<file path="config.mk">
export PLATFORM = sky130hd
export DESIGN_NAME = sensor_frame_tx
export DESIGN_NICKNAME = d
export VERILOG_FILES = /design/src/rtl/frame_pkg.sv /design/src/rtl/sensor_frame_tx.sv
export SDC_FILE = /design/constraint.sdc
export NUM_CORES = 1
export LEC_CHECK = 0
export CORE_UTILIZATION = 53
export CTS_CLUSTER_SIZE = 16
export DETAILED_ROUTE_END_ITERATION = 6
export GPL_TIMING_DRIVEN = 0
export PLACE_DENSITY = 0.8
export SLEW_MARGIN = 25
export SYNTH_ARGS = -nofsm -noshare
export SYNTH_HDL_FRONTEND = slang
export SYNTH_SLANG_ARGS = --single-unit
</file>
<file path="constraint.sdc">
create_clock -name clk -period 2.3 [get_ports clk]
set_clock_uncertainty 0.2 [all_clocks]
set_input_delay 0.46 -clock clk [delete_from_list [all_inputs] [get_ports clk]]
set_output_delay 0.46 -clock clk [all_outputs]
set_load 0.02 [all_outputs]
</file>
<file path="src/rtl/frame_pkg.sv">
// rtl/frame_pkg.sv - shared frame states and framing constants for sensor_frame_tx
package frame_pkg;

    typedef enum logic [2:0] {
        ST_IDLE,
        ST_HDR,
        ST_ID,
        ST_LEN,
        ST_DHI,
        ST_DLO,
        ST_CSUM
    } state_t;

    localparam logic [7:0] FRAME_SYNC     = 8'hA5;
    localparam int         FRAME_OVERHEAD = 4;

endpackage

</file>
<file path="src/rtl/sensor_frame_tx.sv">
// rtl/sensor_frame_tx.sv - drains FWFT sample FIFO into A5/id/len/payload/csum byte frames
module sensor_frame_tx
    import frame_pkg::*;
#(
    parameter int BURST_LEN      = 4,
    parameter int COUNT_WIDTH    = 4,
    parameter int TIMEOUT_CYCLES = 1000
) (
    input  logic                   clk,
    input  logic                   rst_n,
    input  logic                   enable,
    input  logic                   flush,
    input  logic [7:0]             sensor_id,
    output logic                   fifo_rd_en,
    input  logic [15:0]            fifo_rd_data,
    input  logic                   fifo_empty,
    input  logic [COUNT_WIDTH-1:0] fifo_count,
    output logic [7:0]             tx_data,
    output logic                   tx_valid,
    input  logic                   tx_ready,
    output logic                   busy,
    output logic [15:0]            frames_sent
);

    localparam int                     TW       = (TIMEOUT_CYCLES < 2) ? 1 : $clog2(TIMEOUT_CYCLES + 1);
    localparam logic [TW-1:0]          TMO_LAST = TW'(TIMEOUT_CYCLES - 1);
    localparam logic [COUNT_WIDTH-1:0] BURST_C  = COUNT_WIDTH'(BURST_LEN);

    state_t        state, state_nxt;
    logic [7:0]    n_len;
    logic [7:0]    remaining;
    logic [7:0]    id_reg;
    logic [7:0]    lo_byte;
    logic [7:0]    csum;
    logic          flush_pend;
    logic [TW-1:0] tmo_cnt;

    logic       handshake;
    logic       have_data;
    logic       full_burst;
    logic       start;
    logic [7:0] n_start;

    assign handshake  = tx_valid && tx_ready;
    assign have_data  = (fifo_count != '0);
    assign full_burst = (fifo_count >= BURST_C);
    assign start      = (state == ST_IDLE) && enable &&
                        (full_burst || (flush_pend && have_data) || (tmo_cnt == TMO_LAST && have_data));
    assign n_start    = full_burst ? 8'(BURST_LEN) : 8'(fifo_count);

    always_ff @(posedge clk or negedge rst_n) begin
        if (!rst_n) state <= ST_IDLE;
        else        state <= state_nxt;
    end

    always_comb begin
        state_nxt = state;
        case (state)
            ST_IDLE: if (start)     state_nxt = ST_HDR;
            ST_HDR:  if (handshake) state_nxt = ST_ID;
            ST_ID:   if (handshake) state_nxt = ST_LEN;
            ST_LEN:  if (handshake) state_nxt = ST_DHI;
            ST_DHI:  if (handshake) state_nxt = ST_DLO;
            ST_DLO:  if (handshake) state_nxt = (remaining == 8'd1) ? ST_CSUM : ST_DHI;
            ST_CSUM: if (handshake) state_nxt = ST_IDLE;
            default:                state_nxt = ST_IDLE;
        endcase
    end

    // DHI presents the FIFO head directly, so an empty FIFO there must stall rather than send garbage
    always_comb begin
        tx_valid   = (state != ST_IDLE) && !((state == ST_DHI) && fifo_empty);
        busy       = (state != ST_IDLE);
        fifo_rd_en = (state == ST_DHI) && tx_ready && !fifo_empty;
        tx_data    = 8'h00;
        case (state)
            ST_HDR:  tx_data = FRAME_SYNC;
            ST_ID:   tx_data = id_reg;
            ST_LEN:  tx_data = n_len;
            ST_DHI:  tx_data = fifo_rd_data[15:8];
            ST_DLO:  tx_data = lo_byte;
            ST_CSUM: tx_data = csum;
            default: tx_data = 8'h00;
        endcase
    end

    always_ff @(posedge clk or negedge rst_n) begin
        if (!rst_n) begin
            n_len       <= '0;
            remaining   <= '0;
            id_reg      <= '0;
            lo_byte     <= '0;
            csum        <= '0;
            flush_pend  <= 1'b0;
            tmo_cnt     <= '0;
            frames_sent <= '0;
        end else begin
            if (start || (state == ST_IDLE && !have_data)) flush_pend <= 1'b0;
            if (flush)                                     flush_pend <= 1'b1;

            if (state == ST_IDLE && have_data && !full_burst && !start)
                tmo_cnt <= (tmo_cnt == TMO_LAST) ? tmo_cnt : tmo_cnt + 1'b1;
            else
                tmo_cnt <= '0;

            if (start) begin
                n_len     <= n_start;
                remaining <= n_start;
                id_reg    <= sensor_id;
                csum      <= sensor_id ^ n_start;
            end

            if (state == ST_DHI && handshake) begin
                lo_byte <= fifo_rd_data[7:0];
                csum    <= csum ^ fifo_rd_data[15:8];
            end

            if (state == ST_DLO && handshake) begin
                csum      <= csum ^ lo_byte;
                remaining <= remaining - 8'd1;
            end

            if (state == ST_CSUM && handshake) frames_sent <= frames_sent + 16'd1;
        end
    end

    a_no_empty_dhi: assert property (@(posedge clk) disable iff (!rst_n) !(state == ST_DHI && fifo_empty));

endmodule

</file>
======== Yosys cells after proc, flatten, opt, wreduce, memory -nomap -nowiden ========
Cells that the tools add are included.
storage, ports and cells
  register bits ........................... 70
  input bits .............................. 34
  output and inout bits ................... 27
  logic and storage cells ................. 83
operators by class
  add/sub/neg operators ................... 3
  $lt $le $gt $ge ......................... 1
  equality and inequality tests ........... 16
  muxes and demuxes ....................... 20
  bitwise gates (word level) .............. 3
  reductions and logical operators ........ 31
operators by type and width
  kind                                                  count
  case mux 8 bit (6 select lines)                       1
  two-way mux 8 bit                                     5
  two-way mux 3 bit                                     7
  case mux 3 bit (7 select lines)                       1
  two-way mux 10 bit                                    2
  adder 16 x 1 -> 16 bit (second input constant)        1
  logical AND 1 bit                                     16
  inequality test 2 bit (second input constant)         8
  XOR 8 bit                                             2
  adder 10 x 1 -> 10 bit (second input constant)        1
  equality test 10 bit (second input constant)          1
  equality test 3 bit (second input constant)           3
  equality test 8 x 1 -> 1 bit (second input constant)  1
  subtractor 8 x 1 -> 8 bit (second input constant)     1
  XOR 8 x 4 -> 8 bit                                    1
  AND reduction 7 bit                                   1
  equality test 3 x 2 -> 1 bit (second input constant)  2
  nonzero test 3 bit                                    2
  zero test 1 bit                                       5
  >= comparator 4 x 3 -> 1 bit (second input constant)  1
  two-way mux 4 bit                                     1
  nonzero test 2 bit                                    2
  nonzero test 4 bit                                    1
  equality test 3 x 1 -> 1 bit (second input constant)  1
  4 further kinds                                       7

======== Logic depth before layout (Yosys ltp) ========
  depth after elaboration ................. 8
  depth in mapped cells ................... 7
  mapped depth without buffers ............ 6

======== Worst setup path after synthesis ========
OpenSTA, ideal clock, no wires.
  path type ............................... reg-to-output
  start ................................... register state[0]
  end ..................................... output tx_data[0]
  data arrival time ....................... 1.568 ns
  data required time ...................... 1.640 ns
  slack ................................... 0.072 ns
  cell stages (with the launch flop) ...... 6
  path buffers ............................ 2
  path through ............................ dfrtp_1 -> buf_2 -> nor2b_1 -> clkbuf_1 -> a21oi_1 -> o21ai_0
between the ends
  cells in the longest elaborated chain, start to end .. 2
  elaborated cells between the ends (all ways) .. 7
  classes of those cells .................. 6 x eq/ne; 1 x mux
RTL lines
  element                                            line                   RTL
  start: declaration                                 sensor_frame_tx.sv:29  state_t state, state_nxt;
  start signal: assignment                           sensor_frame_tx.sv:53  else state <= state_nxt;
  equality test 3 bit, or another cell as far along  sensor_frame_tx.sv:76  case (state)
  case mux 8 bit (6 select lines) *                  sensor_frame_tx.sv:76
  end: declaration                                   sensor_frame_tx.sv:18  output logic [7:0] tx_data,
Every way passes the cells marked *; elsewhere a longest branch is shown, timed or not.

======== Worst setup path in the final report ========
  start ................................... register state[0]
  end ..................................... output tx_data[3]
Same word-level chain as after synthesis.

==> run_results.csv <==
group,metric,value,unit
run_status,status,"complete, but fails checks",
run_status,violations,"design-rule violations, negative setup slack",
cells_and_area,nNetsFinal,516,
yosys,syn_nets,410,
setup_path,max_stage_delay,0.45,ns
cells_and_area,top_register,"frames_sent",
cells_and_area,reg_top3,"frames_sent x16, tmo_cnt x10",
setup_path,cp.arrival,1.76,ns
drt,via_count,3618,
drt,avgRoutedWirePerCell,20.1,um
power_and_ir_drop,powerDensity,1190,nW/um2
yosys,syn-cell-area,3640,um2
clocking,cts_root_buf,"clkbuf_8",
power_and_ir_drop,p_int,3700,uW
sta,maxSlewViolCount,0,
sta,setup_slack,-0.121,ns
placement,dpl_cell_area,4350,um2
drt,drt-pass1-iter-count,7,
clocking,cts_tree,"built",
setup_path,critPathMaxFanout,6,
sta,rsz0062_at_grt,"true",
power_and_ir_drop,p_seq_share,31.0,%
setup_path,start_kind,"register",
floorplanning,die_w,84.9,um
global_route,grt_overflow_total,0,
yosys,synth_edf_count,0,
yosys,ys_seq_area_share,45.3,%
placement,routabilityCongestion,0.891,
yosys,synthDistinctLibCells,60,
cells_and_area,antenna_cells,0,
sta,hold_viol,0,
worst_hold_path,hold_class,"register to register",
drt,avgViaCountPerCell,6.46,
cells_and_area,largest_reg_flops,16,
power_and_ir_drop,vdd_drop_max,0.799,mV
clocking,clockBufferDepth,2,
cells_and_area,drive_gt1_share,29.2,%
placement,io_buffers,59,
clocking,cts_buffers,9,
sta,max_slew.worst_pin.slew,0.482,ns
floorplanning,io_pins,61,
sta,slew_headroom,67.9,%
cells_and_area,fin_area,5180,um2
flow_run,drv_cap,0,
setup_path,path_cells,"buf_8, nor2b_4, buf_12, a22oi_2, o221ai_2, buf_4",
sta,max_freq,413,MHz
global_route,grt_pass1_vias,3414,
setup_path,path_delay_family,"buffers and inverters",
placement,place_ws,-1.08,ns
yosys,yosys-top-cells-area,"dfrtp_1 (45%), xnor2_1 (4.6%), mux2i_1 (3.8%)",
setup_path,critPathBufInv,3,
global_route,antenna_found_initial,0,
drt,antenna_left,0,
sta,min_period,2.42,ns
yosys,async_flop_share,100,%
power_and_ir_drop,p_leak,0.00226,uW
yosys,netlist_top_cells_count,"dfrtp_1 (66), nand2_1 (30), nor2_1 (29)",
floorplanning,core-area,6490,um2
power_and_ir_drop,switching_share,40.2,%
setup_path,cp-end-kind,"output pin",
yosys,avgSynthCellArea,9.80,um2
yosys,syn_inst,372,
floorplanning,start_util,56.1,%
drt,route.detailed.drc,3,
global_route,grt_max_degree,38,
yosys,synth_most_common_cell,"dfrtp_1",
setup_path,worst_ep_required_time,1.64,ns
global_route,grt_use_total,31.3,%
cells_and_area,postLayoutCoreUtil,79.7,%
floorplanning,row_count,29,
sta,setup_viol,8,
global_route,grt_pass1_wl,17.3,mm
floorplanning,design.die.area,7210,um2
yosys,yosys_warnings,0,
sta,period_share,105,%
yosys,synth_top_cell_by_area,"dfrtp_1",
yosys,synth_seq_cells,66,
clocking,path_clk_slew,0.07,ns
floorplanning,die_height,84.9,um
yosys,synth-main-ff-cell,"dfrtp_1",
power_and_ir_drop,clock_power_share,17.6,%
placement,hpwlAfterDp,6.43,mm
drt,first_iter_violations,441,
setup_path,crit_slowest_cell,"dfrtp_2",
clocking,cts_sinks,66,
power_and_ir_drop,switching_power,2480,uW
clocking,htree_levels,3,
yosys,yosys.area.top_type_share,45.3,%
cells_and_area,area_growth,42.0,%
drt,totalWireLength,11.3,mm
clocking,clkLatencyLatePin,0.34,ns
power_and_ir_drop,comb_power_share,51.4,%
setup_path,critPathKind,"register to output pin",
## metrics by stage
step | total power (uW) | hold WS (ns) | TNS, ns | std cells
2_1_floorplan | 3220 | -0.0356 | 0 | 372
3_3_place_gp | 3980 | 0.261 | -137.20 | 508
3_5_place_dp | 4050 | 0.220 | -26.68 | 509
4_1_cts | 5750 | 0.276 | -0.524 | 548
5_1_grt | 6450 | 0.318 | -0.900 | 560
6_report | 6180 | 0.270 | -0.549 | 560
## routing by layer
| metal | GRT usage [%] | wire, um |
|---|---|---|
| met1 | 40.7 | 4460 |
| met2 | 51.7 | 5410 |
| met3 | 4.77 | 914 |
| met4 | 15.4 | 493 |
| met5 | 0 | 0 |
## layout by cell type, fill, tap and decap left out, types with 10 or more instances in the layout
| master | instances |
|---|---|
| buf_6 | 14 |
| mux2i_1 | 12 |
| inv_1 | 17 |
| o21ai_0 | 17 |
| a32oi_1 | 10 |
| clkdlybuf4s50_1 | 46 |
| buf_4 | 39 |
| nand2_1 | 26 |
| xnor2_1 | 19 |
| a21oi_1 | 11 |
| clkbuf_8 | 11 |
| dfrtp_1 | 64 |
| nor2_1 | 28 |
## kinds of logic after synthesis
family / after synthesis / share of synthesized area [%]
AND/OR/NAND/NOR: 125 / 18.8
multiplexers: 23 / 6.63
AO/OA/AOI/OAI: 85 / 16.4
XOR/XNOR: 28 / 6.73
adder cells (fa/ha/maj): 5 / 1.65
buffers and inverters: 40 / 4.53
flip-flops: 66 / 45.3
## what timing repair did
| item | CTS | global route |
|---|---|---|
| hold endpoints to repair | 29 | 0 |
| buffers inserted | 23 | 17 |
| resized for setup | 114 | 48 |
| endpoints found under the setup margin | 56 | 44 |
| cloned | 1 | 0 |
| hold buffers | 1 | 0 |
| pin swaps | 9 | 14 |
## worst paths after layout
kind | depth (start not counted) | from | slack [ns] | endpoint
max reg2reg | 8 | state[1] | 0.04 | id_reg[4]
max | 6 | state[0] | -0.12 | tx_data[3]
min in group asynchronous | 2 | rst_n | 0.38 | frames_sent[3]
min reg2reg | 1 | frames_sent[15] | 0.27 | frames_sent[15]
min | 1 | frames_sent[15] | 0.27 | frames_sent[15]
max in group asynchronous | 3 | rst_n | 0.97 | state[0]
## power by group through the flow
stage	Clock (uW)	Combinational, uW	Sequential [uW]
floorplan	0	1410	1810
global placement	0	2130	1850
detailed placement	0	2180	1870
CTS	1080	2810	1870
global route	1140	3350	1950
finish	1090	3170	1920
## final cells by class
class	instances	area, um2
repair buffers	101	960
clock inverters	7	93.8
multi-input cells	266	2030
clock buffers	9	124
inverters	19	86.3
fillers	385	1320
plain buffers	15	133
flip-flops and latches	66	1650
well taps	77	96.3
## worst reg2reg max path: stages, from the launching register on
cell	delay, ns
dfrtp_1	0.40
buf_6	0.15
buf_4	0.14
nor3_4	0.21
buf_6	0.14
nand3_4	0.11
buf_12	0.16
nor2_2	0.26
mux2_2	0.38
Note: power is estimated with default switching activity, not from simulation.
